$ cat config.mk
export PLATFORM = sky130hd
export DESIGN_NAME = io_input_debounce
export DESIGN_NICKNAME = d
export VERILOG_FILES = /design/src/rtl/io_input_debounce.sv
export SDC_FILE = /design/constraint.sdc
export NUM_CORES = 1
export LEC_CHECK = 0
export ABC_AREA = 0
export BUFFER_PORTS_ARGS = -buffer_cell sky130_fd_sc_hd__clkbuf_2
export CAP_MARGIN = 20
export CORE_ASPECT_RATIO = 0.75
export CORE_UTILIZATION = 40
export CTS_CLUSTER_SIZE = 8
export DETAILED_ROUTE_END_ITERATION = 8
export PLACE_DENSITY = 0.62
export SKIP_LAST_GASP = 1
export SLEW_MARGIN = 20
export SYNTH_ARGS = -nofsm -noshare
export SYNTH_HDL_FRONTEND = slang
export SYNTH_SLANG_ARGS = --single-unit
$ cat constraint.sdc
create_clock -name clk -period 2.55 [get_ports clk]
set_clock_uncertainty 0.15 [all_clocks]
set_input_delay 0 -clock clk [delete_from_list [all_inputs] [get_ports clk]]
set_output_delay 0 -clock clk [all_outputs]
set_load 0.05 [all_outputs]
$ cat src/rtl/io_input_debounce.sv
// io_input_debounce: synchronized, tick-sampled debouncer for 16 switches and 5 buttons behind an IO read port.
// Define IO_BTN_EVENT_EN to add sticky button-press events, read and cleared at address 11.
module io_input_debounce #(
    parameter int TICK_DIV = 100000,
    parameter int STABLE_N = 3
) (
    input  logic        clk,
    input  logic        rst_n,
    input  logic [15:0] sw_raw,
    input  logic [4:0]  btn_raw,
    input  logic [31:0] io_address,
    input  logic        io_read_en,
    output logic [31:0] io_read_value
);
    localparam int NB = 21;
    localparam int CW = $clog2(TICK_DIV);

    logic [NB-1:0] s1, s2, db, db_nxt;
    logic [CW-1:0] cnt;
    logic          tick;
    logic [31:0]   evt_word;
    logic [1:0]    a;
    logic          unused;

    assign tick   = cnt == CW'(TICK_DIV - 1);
    assign a      = io_address[1:0];
    assign unused = ^io_address[31:2];

    always_ff @(posedge clk or negedge rst_n) begin
        if (!rst_n) begin
            s1  <= '0;
            s2  <= '0;
            cnt <= '0;
            db  <= '0;
        end else begin
            s1  <= {btn_raw, sw_raw};
            s2  <= s1;
            cnt <= tick ? '0 : cnt + CW'(1);
            db  <= db_nxt;
        end
    end

    // The acceptance test includes the sample being shifted in on this tick.
    for (genvar b = 0; b < NB; b++) begin : g_bit
        logic [STABLE_N-1:0] h, h_nxt;
        assign h_nxt     = {h[STABLE_N-2:0], s2[b]};
        assign db_nxt[b] = (tick && (&h_nxt || ~|h_nxt)) ? s2[b] : db[b];
        always_ff @(posedge clk or negedge rst_n) begin
            if (!rst_n)
                h <= '0;
            else if (tick)
                h <= h_nxt;
        end
    end

`ifdef IO_BTN_EVENT_EN
    logic [4:0] btn_evt;
    logic       evt_clr;
    assign evt_clr  = io_read_en && a == 2'b11;
    assign evt_word = {27'h0, btn_evt};
    // A rise landing on a clearing read survives: set wins over clear.
    always_ff @(posedge clk or negedge rst_n) begin
        if (!rst_n)
            btn_evt <= '0;
        else
            btn_evt <= (evt_clr ? 5'h0 : btn_evt) | (db_nxt[20:16] & ~db[20:16]);
    end
`else
    assign evt_word = 32'h0;
`endif

    assign io_read_value = !(io_read_en && rst_n) ? 32'h0 :
                           a == 2'b01 ? {16'h0, db[15:0]} :
                           a == 2'b10 ? {27'h0, db[20:16]} :
                           a == 2'b11 ? evt_word : 32'h0;
endmodule

# ---- After elaboration in Yosys (flattened, before gate mapping)
# Cells that the tools add are included.
dict set report totals {
  inputBits 56
  out_inout_bits 32
  ff_bits 122
  elab_cells 159
}
dict set report op_classes {
  n_reduce_logical 106
  addsub 1
  eq_ne 3
  mux 4
}
# operator count
set ops {}
lappend ops {{$mux 32} 2}
lappend ops {{$reduce_and 3->1} 21}
lappend ops {{$reduce_or 3->1} 21}
lappend ops {{$logic_and 1x1->1} 22}
lappend ops {{$logic_not 1->1} 21}
lappend ops {{$logic_or 1x1->1} 21}
lappend ops {{$add 17x1->17 const B} 1}
lappend ops {{$eq 17x17->1 const B} 1}
lappend ops {{$mux 17} 1}
lappend ops {{$mux 5} 1}
lappend ops {{$eq 2x1->1 const B} 1}
lappend ops {{$eq 2x2->1 const B} 1}

# ---- Longest topological paths before layout
dict set report depth {
  ltp_word 4
  depth_mapped 6
  depth_no_buf 5
}

# ---- Worst setup path after synthesis
# No wires, ideal clock.
dict set report synth_timing {
  path_kind {register -> register}
  start {register cnt[0]}
  end {register g_bit[0].h[0]}
  required_time_ps 2272
  t_arrival_ps 1648
  slack_ps 625
  synth_period_minus_slack_ps 1925
  stages_incl_launch_ff 7
  path_buffers 1
  setup_time_ps 128
  cell_sequence {dfrtp_1 > ha_1 > and3_1 > nand3_1 > nor2_2 > buf_2 > mux2_1}
}
dict set report synth_between {
  elab_chain_cells 1
}
# element line_no
set synth_lines {}
lappend synth_lines {{from (decl)} 19} ;# logic [CW-1:0] cnt;
lappend synth_lines {{from (signal assigned)} 38} ;# cnt <= tick ? '0 : cnt + CW'(1);
lappend synth_lines {{$eq 17x17->1} 25} ;# assign tick = cnt == CW'(TICK_DIV - 1);
lappend synth_lines {{to (signal assigned)} 52} ;# h <= h_nxt;
lappend synth_lines {{to (decl)} 45} ;# logic [STABLE_N-1:0] h, h_nxt;
# Every way passes these cells.
# A chain may end at the register's enable or synchronous reset.

# ---- Final worst setup path
dict set report layout_timing {
  start {register cnt[0]}
  end {register g_bit[15].h[1]}
}
dict set report layout_between {
  elab_chain_cells 1
}
# element line_no
set layout_lines {}
lappend layout_lines {{$eq 17x17->1} 25}
lappend layout_lines {{to (signal assigned)} 52}
lappend layout_lines {{to (decl)} 45}
# Every way passes these cells.

==> results.cfg <==
[power_and_ir_drop]
share_seq_of_total_power_pct = 44.2
cell_internal_power_dissipation_w = 0.003508
leakage_nw = 2.755
share_comb_of_total_power_pct = 3.2
power.share.clock_pct = 52.5
netSwitchingFraction_pct = 21.99
power_density_nw_per_um2 = 749.8
peakVddDrop_mv = 0.5290
p_sw_w = 0.0009892

[worst_setup_path]
worst_path_dominant_cell_family = simple AND/OR/NAND/NOR gates
cp_data_required_time_ns = 2.69
timing.critical_path.from_type = flop
launch_instance_of_the_worst_register_to_register_path = cnt[0]
critPathSlowestCell = sky130_fd_sc_hd__dfrtp_1
rrSetupSlack_ns = 0.35
critPathKind = reg2reg
worst-path-max-fanout = 22
reg2reg_depth = 6
worst_path_largest_cell_delay_ns = 0.38
endpoint_kind = flop
cp_num_buf_inv = 1
worstReg2RegEnd = g_bit[15].h[1]
worst_ep_arrival_time_ns = 2.34
timing.critical_path.cells = ha_1, and3_1, nand3_1, nor2_4, buf_12, mux2_2

[synthesis]
synth_top_cell_area_share_pct = 63.96
synthFlopType = sky130_fd_sc_hd__dfrtp_1
post_synth_inst_count = 362
yosysWarningCount = 0
seq_area_frac_synth_pct = 63.96
synth_edf_count = 0
mappedNetlistArea_sq_um = 4773
async_flop_share_pct = 100.0
leading_cell_types_by_total_area_after_synthesis = sky130_fd_sc_hd__dfrtp_1 64%, sky130_fd_sc_hd__mux2_1 7.5%, sky130_fd_sc_hd__o41ai_1 3.9%, sky130_fd_sc_hd__o211ai_1 3.3%, sky130_fd_sc_hd__buf_4 3.1%
postSynthRegisterBits = 122
postSynthAreaPerCell_sq_um = 13.19
synth_top_area_cell = sky130_fd_sc_hd__dfrtp_1
synthDistinctLibCells = 37

[sta]
layout_worst_path_cycle_share_pct = 86.37
tightest_slew_ns = 0.6314
timing.fmax_ghz = 0.4541
finalMaxSlewViolations = 0
finalCriticalPeriod_ns = 2.202
setup_viol_count_final = 0
rsz_0062_raised_after_global_routing = no
holdWs_ns = 0.08314
timing.final.hold_violations = 0
setup_total_negative_slack_ns = 0
maxSlewHeadroom_pct = 57.90

[layout]
final_design_area_no_fill_sq_um = 5998
most_common_cell_after_layout_fill_and_taps_aside = sky130_fd_sc_hd__dfrtp_1
num_antenna_cells = 0
layout.core_utilization_pct = 51.65
finish.cell_count_without_fillers = 615
layout-drive-gt1-share_pct = 21.63
final_net_count = 497
area_growth_pct = 25.66
mostFrequentLayoutCells = 122 x sky130_fd_sc_hd__dfrtp_1, 39 x sky130_fd_sc_hd__clkbuf_2, 32 x sky130_fd_sc_hd__mux2_1

[clock_tree]
clk_root_buffer_cell = sky130_fd_sc_hd__clkbuf_16
cts.htree.levels = 4
cts_tree = yes
cts_setup_buffers = 0
cts_buffers = 17
cts.reportedPaths.clkPinSlew_ns = 0.06
sinks_on_clock_net = 122
clk_latency_ns = 0.41
ctsLongestPathBuffers = 2

[drt]
route.final.wire_length_um = 9223
detail_route.wl_per_cell_um = 15.00
drt_first_iter_violations = 139
number_of_nets_still_failing_antenna_checks_after_routing = 0
remaining_drc_errors = 0
first_pass_iters = 5
via_per_inst = 5.023
route.vias.total = 3089

[global_routing]
initial_antenna_violation_count = 0
via_count_of_the_first_global_routing_pass = 3122
grt_start_max_net_pins = 123
groute.usage.overall_pct = 16.69
grt_pass1_wl_um = 15550
overflow = 0

[worst_hold_path]
holdCritPathClass = in2reg
count_of_cells_along_the_worst_hold_path = 2
hold-path-endpoint = s1[4]
holdCritStartpoint = sw_raw[4]

[floorplanning]
dieWidth_um = 128.1
die_height_um = 96.61
die-area_sq_um = 12380
std_cell_rows = 34
top_level_ports = 88
initial_core_util_pct = 41.10
design.core.area_sq_um = 11610

[place]
post_dp_cell_area_sq_um = 5184
placed_cells_incl_taps = 561
port_buffers = 41
dp.final_hpwl_um = 5631
gp_congestion = 0.7588

[outcome]
run_status = complete, no violations

[run]
number_of_max_cap_violations = 0
worst reg2reg max path, delay by kind of cell (launching register included):
family        cells  cell delay (ns)
mux               1             0.35
buf+inv           1             0.23
flops             1             0.38
fa+ha+maj         1             0.22
simple gates      3             0.76
registers in the layout, summed over array words and instances (netlist names):
signal and flops:
g_bit.h 42, db 21, s1 21, s2 21
cnt 17
what timing repair did:
action / CTS / global route
hold buffers: 22 / 0
resized for setup: 0 / 0
hold endpoints to repair: 143 / 0
power by group through the flow:
stage               Combinational [W]  Sequential, W  Clock (W)
global placement             0.000120        0.00202          0
CTS                          0.000149        0.00199    0.00241
finish                       0.000146        0.00199    0.00236
detailed placement           0.000122        0.00202          0
global route                 0.000160        0.00199    0.00251
floorplan                   0.0000755        0.00202          0
how the worst max path moves through the flow:
stage                     startpoint  slack, ns        endpoint  depth (start not counted)
after floorplan               cnt[0]       0.62   g_bit[0].h[0]                          6
after global placement        cnt[0]       0.39   g_bit[3].h[1]                          6
after detailed placement      cnt[0]       0.35  g_bit[15].h[1]                          6
after CTS                     cnt[0]       0.33  g_bit[15].h[1]                          6
after global routing          cnt[0]       0.22   g_bit[5].h[1]                          6
final                         cnt[0]       0.35  g_bit[15].h[1]                          6
stage by stage:
step	power (W)	worst slack, ns
global placement	0.002142	0.3938
CTS	0.004547	0.3349
global route	0.004665	0.2233
finish	0.004498	0.3477
floorplan	0.002093	0.6249
detailed placement	0.002145	0.3513
cell families after synthesis:
logic type	count (synthesis)	share of synthesized area, %
buffers and inverters	31	4.037
AOI/OAI and AO/OA	51	8.440
and+or+nand+nor	101	10.93
muxes	42	9.908
adders and majority gates	1	0.2621
DFF	122	63.96
other	1	0.07856
xor gates and xnor gates	13	2.385
layout make-up:
| cell class | instances | area, sq um |
|---|---|---|
| Clock inverter | 13 | 141.4 |
| Sequential cell | 122 | 3053 |
| Tap cell | 162 | 202.7 |
| Multi-Input combinational cell | 224 | 1589 |
| Timing Repair Buffer | 72 | 548.0 |
| Inverter | 3 | 11.26 |
| Clock buffer | 19 | 452.9 |
| Fill cell | 979 | 5615 |
Yosys cell counts (2+ instances only):
library cell and number:
sky130_fd_sc_hd__xnor2_1 7, sky130_fd_sc_hd__mux2_1 32, sky130_fd_sc_hd__nand3_1 29, sky130_fd_sc_hd__and2_1 11, sky130_fd_sc_hd__clkbuf_1 7, sky130_fd_sc_hd__dfrtp_1 122, sky130_fd_sc_hd__xor2_1 6, sky130_fd_sc_hd__nor2_1 14
sky130_fd_sc_hd__buf_4 20, sky130_fd_sc_hd__inv_1 3, sky130_fd_sc_hd__nand4_1 2, sky130_fd_sc_hd__nand2_1 25, sky130_fd_sc_hd__nor2b_1 4, sky130_fd_sc_hd__o211ai_1 21, sky130_fd_sc_hd__a22oi_1 5, sky130_fd_sc_hd__and3_1 2
sky130_fd_sc_hd__o41ai_1 21, sky130_fd_sc_hd__nor3_1 3, sky130_fd_sc_hd__mux2_2 10
metal layers:
| metal | up-vias | routed length (um) | track usage, % |
|---|---|---|---|
| li1 | 1448 | - | - |
| met1 | 1561 | 4551 | 23.02 |
| met2 | 65 | 4183 | 24.46 |
| met3 | 15 | 320 | 4.757 |
| met4 | 0 | 167 | 7.602 |
| met5 | - | 0 | 0 |
Note: power is estimated with default switching activity, not from simulation.
